[src/rtl/reorder_buffer_pkg.sv]
// Shared widths, types and helpers for the reorder buffer and the register-file
// rename/commit ports it drives.
package reorder_buffer_pkg;

   localparam int ROB_DEPTH = 16;
   localparam int TAG_W     = 4;
   localparam int CNT_W     = TAG_W + 1;
   localparam int REG_W     = 5;
   localparam int XLEN      = 32;

   localparam logic [XLEN-1:0] NULL32 = '0;

   typedef logic [TAG_W-1:0] tag_t;
   typedef logic [REG_W-1:0] reg_idx_t;
   typedef logic [XLEN-1:0]  word_t;
   typedef logic [CNT_W-1:0] cnt_t;

   // Payload of one entry; busy/done live as separate bit vectors.
   typedef struct packed {
      logic     has_rd;
      reg_idx_t rd;
      word_t    val;
      logic     mispredict;
      word_t    target;
   } entry_t;

   typedef struct packed {
      logic     flag;
      reg_idx_t a;
      tag_t     rob;
   } rename_t;

   typedef struct packed {
      logic     flag;
      reg_idx_t a;
      word_t    val;
      tag_t     rob;
   } commit_t;

   // x0 is hardwired, so it is never renamed nor written back.
   function automatic logic writes_rd(input logic has_rd, input reg_idx_t rd);
      return has_rd && (rd != '0);
   endfunction

endpackage

[src/rtl/reorder_buffer_if.sv]
// Dispatch, CDB, lookup, register-file and flush signals of the reorder buffer.
interface reorder_buffer_if;
   import reorder_buffer_pkg::*;

   logic     issue_valid;
   logic     issue_has_rd;
   reg_idx_t issue_rd;
   logic     issue_ok;
   tag_t     issue_tag;
   logic     full;

   logic     rd_in_flag;
   reg_idx_t rd_in_a;
   tag_t     rd_in_rob;

   tag_t     q1_tag;
   tag_t     q2_tag;
   logic     q1_ready;
   logic     q2_ready;
   word_t    q1_val;
   word_t    q2_val;

   logic     wb_valid;
   tag_t     wb_tag;
   word_t    wb_val;
   logic     wb_mispredict;
   word_t    wb_target;

   logic     rd_out_flag;
   reg_idx_t rd_out_a;
   word_t    rd_out_val;
   tag_t     rd_out_rob;

   logic     flush;
   word_t    flush_pc;

   modport master (
      output issue_valid, issue_has_rd, issue_rd,
      output q1_tag, q2_tag,
      output wb_valid, wb_tag, wb_val, wb_mispredict, wb_target,
      input  issue_ok, issue_tag, full,
      input  rd_in_flag, rd_in_a, rd_in_rob,
      input  q1_ready, q2_ready, q1_val, q2_val,
      input  rd_out_flag, rd_out_a, rd_out_val, rd_out_rob,
      input  flush, flush_pc
   );

   modport slave (
      input  issue_valid, issue_has_rd, issue_rd,
      input  q1_tag, q2_tag,
      input  wb_valid, wb_tag, wb_val, wb_mispredict, wb_target,
      output issue_ok, issue_tag, full,
      output rd_in_flag, rd_in_a, rd_in_rob,
      output q1_ready, q2_ready, q1_val, q2_val,
      output rd_out_flag, rd_out_a, rd_out_val, rd_out_rob,
      output flush, flush_pc
   );

endinterface

[src/rtl/reorder_buffer_rob_entry_array.sv]
// Reorder buffer entry storage with the combinational operand lookup and
// CDB bypass used by dispatch.
module rob_entry_array
   import reorder_buffer_pkg::*;
(
   input  logic     clk,
   input  logic     rst,
   input  logic     i_rdy,
   input  logic     i_issue_en,
   input  tag_t     i_issue_idx,
   input  logic     i_issue_has_rd,
   input  reg_idx_t i_issue_rd,
   input  logic     i_wb_valid,
   input  tag_t     i_wb_tag,
   input  word_t    i_wb_val,
   input  logic     i_wb_mispredict,
   input  word_t    i_wb_target,
   input  logic     i_commit_en,
   input  tag_t     i_head_idx,
   input  logic     i_flush,
   input  tag_t     i_q1_tag,
   input  tag_t     i_q2_tag,
   output logic     o_head_done,
   output entry_t   o_head,
   output logic     o_q1_ready,
   output word_t    o_q1_val,
   output logic     o_q2_ready,
   output word_t    o_q2_val
);

   logic [ROB_DEPTH-1:0] r_busy;
   logic [ROB_DEPTH-1:0] r_done;
   entry_t               r_entry [ROB_DEPTH];

   logic w_q1_byp;
   logic w_q2_byp;

   always_ff @(posedge clk or posedge rst) begin
      if (rst) begin
         r_busy <= '0;
         r_done <= '0;
         for (int i = 0; i < ROB_DEPTH; i++) r_entry[i] <= '0;
      end else if (i_rdy) begin
         if (i_flush) begin
            r_busy <= '0;
            r_done <= '0;
         end else begin
            if (i_issue_en) begin
               r_busy[i_issue_idx]            <= 1'b1;
               r_done[i_issue_idx]            <= 1'b0;
               r_entry[i_issue_idx].has_rd     <= i_issue_has_rd;
               r_entry[i_issue_idx].rd         <= i_issue_rd;
               r_entry[i_issue_idx].mispredict <= 1'b0;
            end
            // Results for entries no longer in flight are stale and dropped.
            if (i_wb_valid && r_busy[i_wb_tag]) begin
               r_done[i_wb_tag]            <= 1'b1;
               r_entry[i_wb_tag].val        <= i_wb_val;
               r_entry[i_wb_tag].mispredict <= i_wb_mispredict;
               r_entry[i_wb_tag].target     <= i_wb_target;
            end
            if (i_commit_en) r_busy[i_head_idx] <= 1'b0;
         end
      end
   end

   assign o_head_done = r_done[i_head_idx];
   assign o_head      = r_entry[i_head_idx];

   assign w_q1_byp   = i_wb_valid && (i_wb_tag == i_q1_tag);
   assign w_q2_byp   = i_wb_valid && (i_wb_tag == i_q2_tag);
   assign o_q1_ready = r_done[i_q1_tag] || w_q1_byp;
   assign o_q2_ready = r_done[i_q2_tag] || w_q2_byp;
   assign o_q1_val   = w_q1_byp ? i_wb_val : r_entry[i_q1_tag].val;
   assign o_q2_val   = w_q2_byp ? i_wb_val : r_entry[i_q2_tag].val;

endmodule

[src/rtl/reorder_buffer.sv]
// 16-entry in-order reorder buffer: renames at issue, retires the head in order,
// and raises a one-cycle flush when a mispredicted branch commits.
module reorder_buffer
   import reorder_buffer_pkg::*;
(
   input  logic clk,
   input  logic rst,
   input  logic rdy,
   reorder_buffer_if.slave bus
);

   tag_t     r_head;
   tag_t     r_tail;
   cnt_t     r_count;
   logic     r_rd_out_flag;
   reg_idx_t r_rd_out_a;
   word_t    r_rd_out_val;
   tag_t     r_rd_out_rob;
   logic     r_flush;
   word_t    r_flush_pc;

   logic   w_head_done;
   entry_t w_head;
   logic   w_full;
   logic   w_commit;
   logic   w_commit_flush;
   logic   w_issue_ok;

   // Commit looks only at the registered done bit, so a result always spends
   // at least one cycle in the buffer before it retires.
   assign w_full         = (r_count == cnt_t'(ROB_DEPTH));
   assign w_commit       = rdy && (r_count != '0) && w_head_done;
   assign w_commit_flush = w_commit && w_head.mispredict;
   assign w_issue_ok     = bus.issue_valid && rdy && !w_full && !w_commit_flush;

   assign bus.issue_ok   = w_issue_ok;
   assign bus.issue_tag  = r_tail;
   assign bus.full       = w_full;
   assign bus.rd_in_flag = w_issue_ok && writes_rd(bus.issue_has_rd, bus.issue_rd);
   assign bus.rd_in_a    = bus.issue_rd;
   assign bus.rd_in_rob  = r_tail;

   assign bus.rd_out_flag = r_rd_out_flag;
   assign bus.rd_out_a    = r_rd_out_a;
   assign bus.rd_out_val  = r_rd_out_val;
   assign bus.rd_out_rob  = r_rd_out_rob;
   assign bus.flush       = r_flush;
   assign bus.flush_pc    = r_flush_pc;

   rob_entry_array u_entries (
      .clk             (clk),
      .rst             (rst),
      .i_rdy           (rdy),
      .i_issue_en      (w_issue_ok),
      .i_issue_idx     (r_tail),
      .i_issue_has_rd  (bus.issue_has_rd),
      .i_issue_rd      (bus.issue_rd),
      .i_wb_valid      (bus.wb_valid),
      .i_wb_tag        (bus.wb_tag),
      .i_wb_val        (bus.wb_val),
      .i_wb_mispredict (bus.wb_mispredict),
      .i_wb_target     (bus.wb_target),
      .i_commit_en     (w_commit),
      .i_head_idx      (r_head),
      .i_flush         (w_commit_flush),
      .i_q1_tag        (bus.q1_tag),
      .i_q2_tag        (bus.q2_tag),
      .o_head_done     (w_head_done),
      .o_head          (w_head),
      .o_q1_ready      (bus.q1_ready),
      .o_q1_val        (bus.q1_val),
      .o_q2_ready      (bus.q2_ready),
      .o_q2_val        (bus.q2_val)
   );

   always_ff @(posedge clk or posedge rst) begin
      if (rst) begin
         r_head        <= '0;
         r_tail        <= '0;
         r_count       <= '0;
         r_rd_out_flag <= 1'b0;
         r_rd_out_a    <= '0;
         r_rd_out_val  <= NULL32;
         r_rd_out_rob  <= '0;
         r_flush       <= 1'b0;
         r_flush_pc    <= NULL32;
      end else begin
         // Pulses update every cycle so they drop even while frozen.
         r_rd_out_flag <= w_commit && writes_rd(w_head.has_rd, w_head.rd);
         r_flush       <= w_commit_flush;
         r_flush_pc    <= w_commit_flush ? w_head.target : NULL32;
         if (w_commit) begin
            r_rd_out_a   <= w_head.rd;
            r_rd_out_val <= w_head.val;
            r_rd_out_rob <= r_head;
         end
         if (rdy) begin
            if (w_commit_flush) begin
               r_head  <= '0;
               r_tail  <= '0;
               r_count <= '0;
            end else begin
               if (w_commit)   r_head <= r_head + tag_t'(1);
               if (w_issue_ok) r_tail <= r_tail + tag_t'(1);
               unique case ({w_issue_ok, w_commit})
                  2'b10:   r_count <= r_count + cnt_t'(1);
                  2'b01:   r_count <= r_count - cnt_t'(1);
                  default: r_count <= r_count;
               endcase
            end
         end
      end
   end

endmodule
[src/flat_wrapper.sv]
// flat-port wrapper written by rule: the top's interface ports become plain ports
module reorder_buffer_flat import reorder_buffer_pkg::*;
  (clk, rst, rdy, bus_issue_valid, bus_issue_has_rd, bus_issue_rd, bus_q1_tag, bus_q2_tag, bus_wb_valid, bus_wb_tag, bus_wb_val, bus_wb_mispredict, bus_wb_target, bus_issue_ok, bus_issue_tag, bus_full, bus_rd_in_flag, bus_rd_in_a, bus_rd_in_rob, bus_q1_ready, bus_q2_ready, bus_q1_val, bus_q2_val, bus_rd_out_flag, bus_rd_out_a, bus_rd_out_val, bus_rd_out_rob, bus_flush, bus_flush_pc);
  reorder_buffer_if bus_i ();
  input  logic clk;
  input  logic rst;
  input  logic rdy;
  input wire logic [$bits(bus_i.issue_valid)-1:0] bus_issue_valid;
  input wire logic [$bits(bus_i.issue_has_rd)-1:0] bus_issue_has_rd;
  input wire logic [$bits(bus_i.issue_rd)-1:0] bus_issue_rd;
  input wire logic [$bits(bus_i.q1_tag)-1:0] bus_q1_tag;
  input wire logic [$bits(bus_i.q2_tag)-1:0] bus_q2_tag;
  input wire logic [$bits(bus_i.wb_valid)-1:0] bus_wb_valid;
  input wire logic [$bits(bus_i.wb_tag)-1:0] bus_wb_tag;
  input wire logic [$bits(bus_i.wb_val)-1:0] bus_wb_val;
  input wire logic [$bits(bus_i.wb_mispredict)-1:0] bus_wb_mispredict;
  input wire logic [$bits(bus_i.wb_target)-1:0] bus_wb_target;
  output wire logic [$bits(bus_i.issue_ok)-1:0] bus_issue_ok;
  output wire logic [$bits(bus_i.issue_tag)-1:0] bus_issue_tag;
  output wire logic [$bits(bus_i.full)-1:0] bus_full;
  output wire logic [$bits(bus_i.rd_in_flag)-1:0] bus_rd_in_flag;
  output wire logic [$bits(bus_i.rd_in_a)-1:0] bus_rd_in_a;
  output wire logic [$bits(bus_i.rd_in_rob)-1:0] bus_rd_in_rob;
  output wire logic [$bits(bus_i.q1_ready)-1:0] bus_q1_ready;
  output wire logic [$bits(bus_i.q2_ready)-1:0] bus_q2_ready;
  output wire logic [$bits(bus_i.q1_val)-1:0] bus_q1_val;
  output wire logic [$bits(bus_i.q2_val)-1:0] bus_q2_val;
  output wire logic [$bits(bus_i.rd_out_flag)-1:0] bus_rd_out_flag;
  output wire logic [$bits(bus_i.rd_out_a)-1:0] bus_rd_out_a;
  output wire logic [$bits(bus_i.rd_out_val)-1:0] bus_rd_out_val;
  output wire logic [$bits(bus_i.rd_out_rob)-1:0] bus_rd_out_rob;
  output wire logic [$bits(bus_i.flush)-1:0] bus_flush;
  output wire logic [$bits(bus_i.flush_pc)-1:0] bus_flush_pc;
  assign bus_i.issue_valid = bus_issue_valid;
  assign bus_i.issue_has_rd = bus_issue_has_rd;
  assign bus_i.issue_rd = bus_issue_rd;
  assign bus_i.q1_tag = bus_q1_tag;
  assign bus_i.q2_tag = bus_q2_tag;
  assign bus_i.wb_valid = bus_wb_valid;
  assign bus_i.wb_tag = bus_wb_tag;
  assign bus_i.wb_val = bus_wb_val;
  assign bus_i.wb_mispredict = bus_wb_mispredict;
  assign bus_i.wb_target = bus_wb_target;
  assign bus_issue_ok = bus_i.issue_ok;
  assign bus_issue_tag = bus_i.issue_tag;
  assign bus_full = bus_i.full;
  assign bus_rd_in_flag = bus_i.rd_in_flag;
  assign bus_rd_in_a = bus_i.rd_in_a;
  assign bus_rd_in_rob = bus_i.rd_in_rob;
  assign bus_q1_ready = bus_i.q1_ready;
  assign bus_q2_ready = bus_i.q2_ready;
  assign bus_q1_val = bus_i.q1_val;
  assign bus_q2_val = bus_i.q2_val;
  assign bus_rd_out_flag = bus_i.rd_out_flag;
  assign bus_rd_out_a = bus_i.rd_out_a;
  assign bus_rd_out_val = bus_i.rd_out_val;
  assign bus_rd_out_rob = bus_i.rd_out_rob;
  assign bus_flush = bus_i.flush;
  assign bus_flush_pc = bus_i.flush_pc;
  reorder_buffer u_core (.clk(clk), .rst(rst), .rdy(rdy), .bus(bus_i));
endmodule
[config.mk]
export PLATFORM = sky130hd
export DESIGN_NAME = reorder_buffer_flat
export DESIGN_NICKNAME = d
export VERILOG_FILES = /design/src/rtl/reorder_buffer_pkg.sv /design/src/rtl/reorder_buffer_if.sv /design/src/rtl/reorder_buffer_rob_entry_array.sv /design/src/rtl/reorder_buffer.sv /design/src/flat_wrapper.sv
export SDC_FILE = /design/constraint.sdc
export NUM_CORES = 2
export LEC_CHECK = 0
export BUFFER_PORTS_ARGS = -buffer_cell sky130_fd_sc_hd__buf_4
export CAP_MARGIN = 25
export CELL_PAD_IN_SITES_DETAIL_PLACEMENT = 0
export CELL_PAD_IN_SITES_GLOBAL_PLACEMENT = 1
export CORE_MARGIN = 4
export CORE_UTILIZATION = 40
export DETAILED_ROUTE_END_ITERATION = 10
export PLACE_DENSITY = 0.7
export SKIP_LAST_GASP = 1
export SYNTH_ARGS = -nofsm -noshare
export SYNTH_HDL_FRONTEND = slang
export SYNTH_HIERARCHICAL = 1
export SYNTH_SLANG_ARGS = --single-unit
[constraint.sdc]
create_clock -name clk -period 69.9 [get_ports clk]
set_clock_uncertainty 0.1 [all_clocks]
set_input_delay 3.495 -clock clk [delete_from_list [all_inputs] [get_ports clk]]
set_output_delay 3.495 -clock clk [all_outputs]
set_load 0.02 [all_outputs]
== After elaboration in Yosys (flattened, before gate mapping) ==
Index checks and enable logic that the tools add are counted.

* $add $sub $neg: 4
* Eq/ne operators: 5
* Reductions and logical operators: 32
* Multiplexer cells: 64
* Bitwise gates (word level): 12
* $lt $le $gt $ge: 15

{| class="wikitable"
|+ Operators with widths
! cell !! number
|-
| $bwmux W1136 || 6
|-
| $mux W1136 || 4
|-
| $demux W71 S4 || 6
|-
| $bmux W71 S4 || 3
|-
| $mux W65 || 5
|-
| $mux W71 || 3
|-
| $mux W16 || 10
|-
| $mux W32 || 4
|-
| $mux W70 || 1
|-
| $mux W33 || 2
|-
| $and A16 B16 Y16 || 2
|-
| $not A16 Y16 || 2
|-
| $or A16 B16 Y16 || 2
|-
| $ge A5 B5 Y1 const B || 5
|-
| $lt A4 B5 Y1 const B || 5
|-
| $not A4 Y5 || 5
|-
| $logic_and A1 B1 Y1 || 18
|-
| $bmux W1 S4 || 4
|-
| $mux W4 || 4
|-
| $reduce_bool A5 Y1 || 3
|-
| $demux W1 S4 || 3
|-
| $ge A4 B1 Y1 const B || 3
|-
| $lt A5 B1 Y1 const B || 2
|-
| $pmux W5 S2 || 1
|-
| other kinds (15) || 29
|}

* Input port bits: 88
* Register bits after elaboration: 1256
* Logic and storage cells: 223
* Output and inout port bits: 157

== Longest topological paths before layout ==
* Depth in word-level cells: 15
* Depth in mapped cells: 20
* Gate-level depth less buffers: 14

== Modules after synthesis ==
The synthesis kept the hierarchy.

{| class="wikitable"
|+ Modules (own cells, without submodules)
! module !! cells each !! instances !! sequential area each (sq um) !! area an instance (sq um)
|-
| rob_entry_array || 3794 || 1 || 29228.0 || 61540.3
|-
| reorder_buffer || 370 || 1 || 2202.1 || 3666.0
|}

== Worst setup path after synthesis ==
OpenSTA, ideal clock, no wires.

* Path kind: input to output
* Start: input port bus_q1_tag[0]
* End: output port bus_q1_val[10]
* Setup slack: 61152 ps
* Arrival: 5153 ps
* Cell stages on the path: 8
* Buffers on the path: 4
* Required time: 66305 ps
* Cells stage by stage: buf_2 -> buf_6 -> buf_2 -> buf_4 -> mux4_2 -> a22oi_1 -> nand2_1 -> mux2_2

* Cells in the longest elaborated chain, start to end: 5
* Elaborated cells on any way between the ends: 7
* Classes of those cells: eq/ne (1); mux (4); bitwise (1); reduce/logical (1)

{| class="wikitable"
|+ Ends and longest elaborated chain
! element !! RTL line !! source
|-
| start, declared || flat_wrapper.sv:11 || <nowiki>input wire logic [$bits(bus_i.q1_tag)-1:0] bus_q1_tag;</nowiki>
|-
| $not A4 Y5 (not written as such) || reorder_buffer_rob_entry_array.sv:74 || <nowiki>assign o_q1_val = w_q1_byp ? i_wb_val : r_entry[i_q1_tag].val;</nowiki>
|-
| $bmux W71 S4 || reorder_buffer_rob_entry_array.sv:74 ||
|-
| $mux W65 (not written as such) (2 in series) || reorder_buffer_rob_entry_array.sv:74 ||
|-
| $mux W32 * || reorder_buffer_rob_entry_array.sv:74 ||
|-
| end, declared || flat_wrapper.sv:26 || <nowiki>output wire logic [$bits(bus_i.q1_val)-1:0] bus_q1_val;</nowiki>
|}

Every way passes the cells marked *; elsewhere a longest branch is shown, timed or not. The select of a mux whose other input is x is not followed.

== Final worst setup path ==
* Start: input port bus_q1_tag[1]
* End: output port bus_q1_val[14]

Same word-level chain as after synthesis.

==> reports/metrics.csv <==
stage,metric,value,unit
route,drt first pass iters,5,
clock_network,"Hold-fix buffers, CTS",0,
timing,Tcrit/Tclk final,0.1498,
synthesis,Synth async-reset ratio,1.000,
placement,dpl cell area,0.06830,mm²
setup_path,Critical Path Sink Type,primary output,
route,via count,39670,
synthesis,Mapped Nets,4258,
power,Power Dens Cells,29.07,mW/mm²
route,vias per cell,6.102,
floorplanning,DIE HEIGHT,411.8,µm
cells_and_area,nets,4327,
min_path,Worst Hold Class,register to register,
setup_path,critical path type,input port to primary output,
grt,pin count of the biggest net entering global routing,157,
grt,Total GRT Usage,0.2249,
timing,clock period minus worst slack,10470,ps
timing,relative slew slack,0.2837,
timing,RSZ-0062 raised after global routing,false,
power,Sw Share,0.2794,
clock_network,Skew-Pair Late Insertion Delay,780,ps
timing,Hold Slack,370.0,ps
setup_path,Critical Path AT,6880,ps
floorplanning,Initial Util,0.4042,
timing,Fin. Hold Viols,0,
grt,vias in the first global route,41460,
power,Int Pwr,0.001534,W
clock_network,H-tree Lvls,4,
synthesis,Syn Inst Count,4164,
power,leakage,33.76,nW
clock_network,Max Buffers Root-to-Sink,3,
timing,worst slew pin tran,1075,ps
placement,gp weighted congestion,0.7862,
synthesis,"Top FF cell, synth",dfrtp_1,
synthesis,number of flops mapped to enable cells by yosys,0,
power,Peak VDD IR,27.65,µV
clock_network,clock edge transition at the registers on the reported setup and hold paths,50,ps
run,MaxCap Viol Count,0,
synthesis,synth unique cells,58,
clock_network,CTS tree,yes,
timing,Final setup viols,0,
floorplanning,Die W,411.8,µm
power,Logic pwr share,0.207,
synthesis,syn avg cell area,15.66,µm²
synthesis,post-synthesis sequential area ratio,0.4820,
setup_path,Crit Path Max Fanout,53,
clock_network,post-CTS sizing,0,
timing,setup TNS,0,ps
timing,max-slew violation count,0,
grt,first-pass GRT wire length,283800,µm
cells_and_area,fin area,0.07326,mm²
cells_and_area,"commonest non-fill, non-tap cell in the layout",dfrtp_1,
placement,PortBufs,244,
clock_network,total CTS buffers,144,
power,Clk network pwr share,0.355,
power,switching pwr,0.0005950,W
floorplanning,# rows,147,
route,Routed Antenna Nets,0,
timing,highest clock rate,95.51,MHz
power,Sequential Power Share,0.438,
clock_network,root cell of the clock tree,clkbuf_16,
route,DRC,0,
setup_path,CP required,66300,ps
floorplanning,# IOs,245,
cells_and_area,P&R area growth vs syn,12.35,%
grt,grt ovf,0,
setup_path,type of origin of the critical path,input port,
floorplanning,full die area,0.1695,mm²
route,drt first-iter violations,3167,
route,drt total wl,190600,µm
clock_network,Post CTS Setup Buffer Count,0,
route,routed len/inst,29.32,µm
synthesis,post-synthesis cell area,0.06521,mm²
synthesis,Synth Register Bits,1256,
floorplanning,CORE AREA,0.1613,mm²
grt,initial antenna violation count,19,
outcome,outcome,finished clean,
synthesis,Yosys warning count,6,
cells_and_area,share of layout cells above drive strength 1,0.5565,
placement,Detailed Place HPWL,106100,µm
clock_network,clk sinks,1256,
cells_and_area,most frequent cells in the layout,"1253 x dfrtp_1, 1179 x mux2_2, 632 x mux4_2",
## cells by family (layout without fill, tap and decap cells)
logic type	count (synthesis)	after routing	synth area share
compound gates	277	277	0.02974
xor+xnor	15	15	0.002015
fa+ha+maj	6	6	0.001266
buf+inv	428	600	0.03523
flops	1256	1256	0.4820
mux	1817	1817	0.4229
other cells	0	4	0
simple gates	365	365	0.02683
## cell type report
class / count / area, µm²
clock inverter: 36 / 516.7
fill: 14190 / 88050
sequential: 1256 / 31440
timing repair buffer: 339 / 2785
antenna: 4 / 10.01
clock buffer: 213 / 4187
inverter: 12 / 65.06
tap: 2160 / 2703
multi-input combinational: 2480 / 31550
## through the flow
stage	instances	utilization	total power [W]	setup slack (ps)
after floorplan	4164	-	0.001256	33410
after global placement	6238	0.4234	0.001372	59410
after detailed placement	6238	0.4234	0.001385	59400
after CTS	6487	0.4526	0.002149	59390
after global routing	6497	0.4541	0.002227	59250
final	6500	0.4542	0.002129	59430
## cells in the mapped netlist (18+ instances only)
cell,number,area (µm²)
mux2_2,1179,13280
a21oi_1,35,175.2
buf_2,162,810.8
and3_1,33,206.5
clkbuf_1,158,593.1
a22oi_1,141,1059
a21o_1,18,135.1
nand2_1,210,788.3
dfrtp_1,1256,31430
buf_6,42,473.0
o21ai_0,41,205.2
mux4_2,632,14230
buf_4,46,345.3
nor2_1,37,138.9
## sequential cells by signal, summed over array words and instances, names as in the netlist
signal	count
u_core/bus.issue_tag	4
u_core/u_entries/r_entry	1136
u_core/u_entries/r_done	16
u_core/bus.rd_out_val	32
u_core/bus.rd_out_rob	4
u_core/bus.rd_out_a	5
u_core/r_count	5
u_core/bus.flush_pc	32
u_core/u_entries/r_busy	16
u_core/r_head	4
u_core/bus.flush	1
u_core/bus.rd_out_flag	1
## metal layers
layer,vias to the layer above,share of wire,global-route usage
li1,16230,-,-
met1,21890,0.43,0.3129
met2,1241,0.48,0.3619
met3,294,0.065,0.04507
met4,12,0.024,0.05974
met5,-,0.00040,0
## path summary, 6_finish.rpt
check	start	slack, ps	end	depth (start not counted)
setup / recovery	bus_q1_tag[1]	59430	bus_q1_val[14]	8
setup reg to reg	u_core/r_head[1]$_DFFE_PP0P_	62430	u_core/u_entries/r_entry[192]$_DFFE_PP0P_	12
hold reg to reg	u_core/bus.rd_out_val[11]$_DFFE_PP0N_	370	u_core/bus.rd_out_val[11]$_DFFE_PP0N_	2
hold / removal	u_core/bus.rd_out_val[11]$_DFFE_PP0N_	370	u_core/bus.rd_out_val[11]$_DFFE_PP0N_	2
max in group asynchronous	rst	63820	u_core/u_entries/r_entry[476]$_DFFE_PP0P_	5
min in group asynchronous	rst	2790	u_core/bus.rd_out_val[22]$_DFFE_PP0N_	2
## power groups by stage
| stage | Combinational, W | Sequential [W] | Clock [W] |
|---|---|---|---|
| after floorplan | 0.000333 | 0.000923 | 0 |
| after global placement | 0.000435 | 0.000937 | 0 |
| final | 0.000441 | 0.000933 | 0.000755 |
| after CTS | 0.000443 | 0.000931 | 0.000775 |
| after detailed placement | 0.000442 | 0.000943 | 0 |
| after global routing | 0.000475 | 0.000947 | 0.000805 |
## critical path, stage by stage
cell and delay (ps):
buf_6 370, buf_4 700, buf_4 830, mux4_2 590, a22oi_1 200, nand2_1 130
mux2_2 280, buf_4 150
No activity file was read; power rests on OpenSTA's default activity.
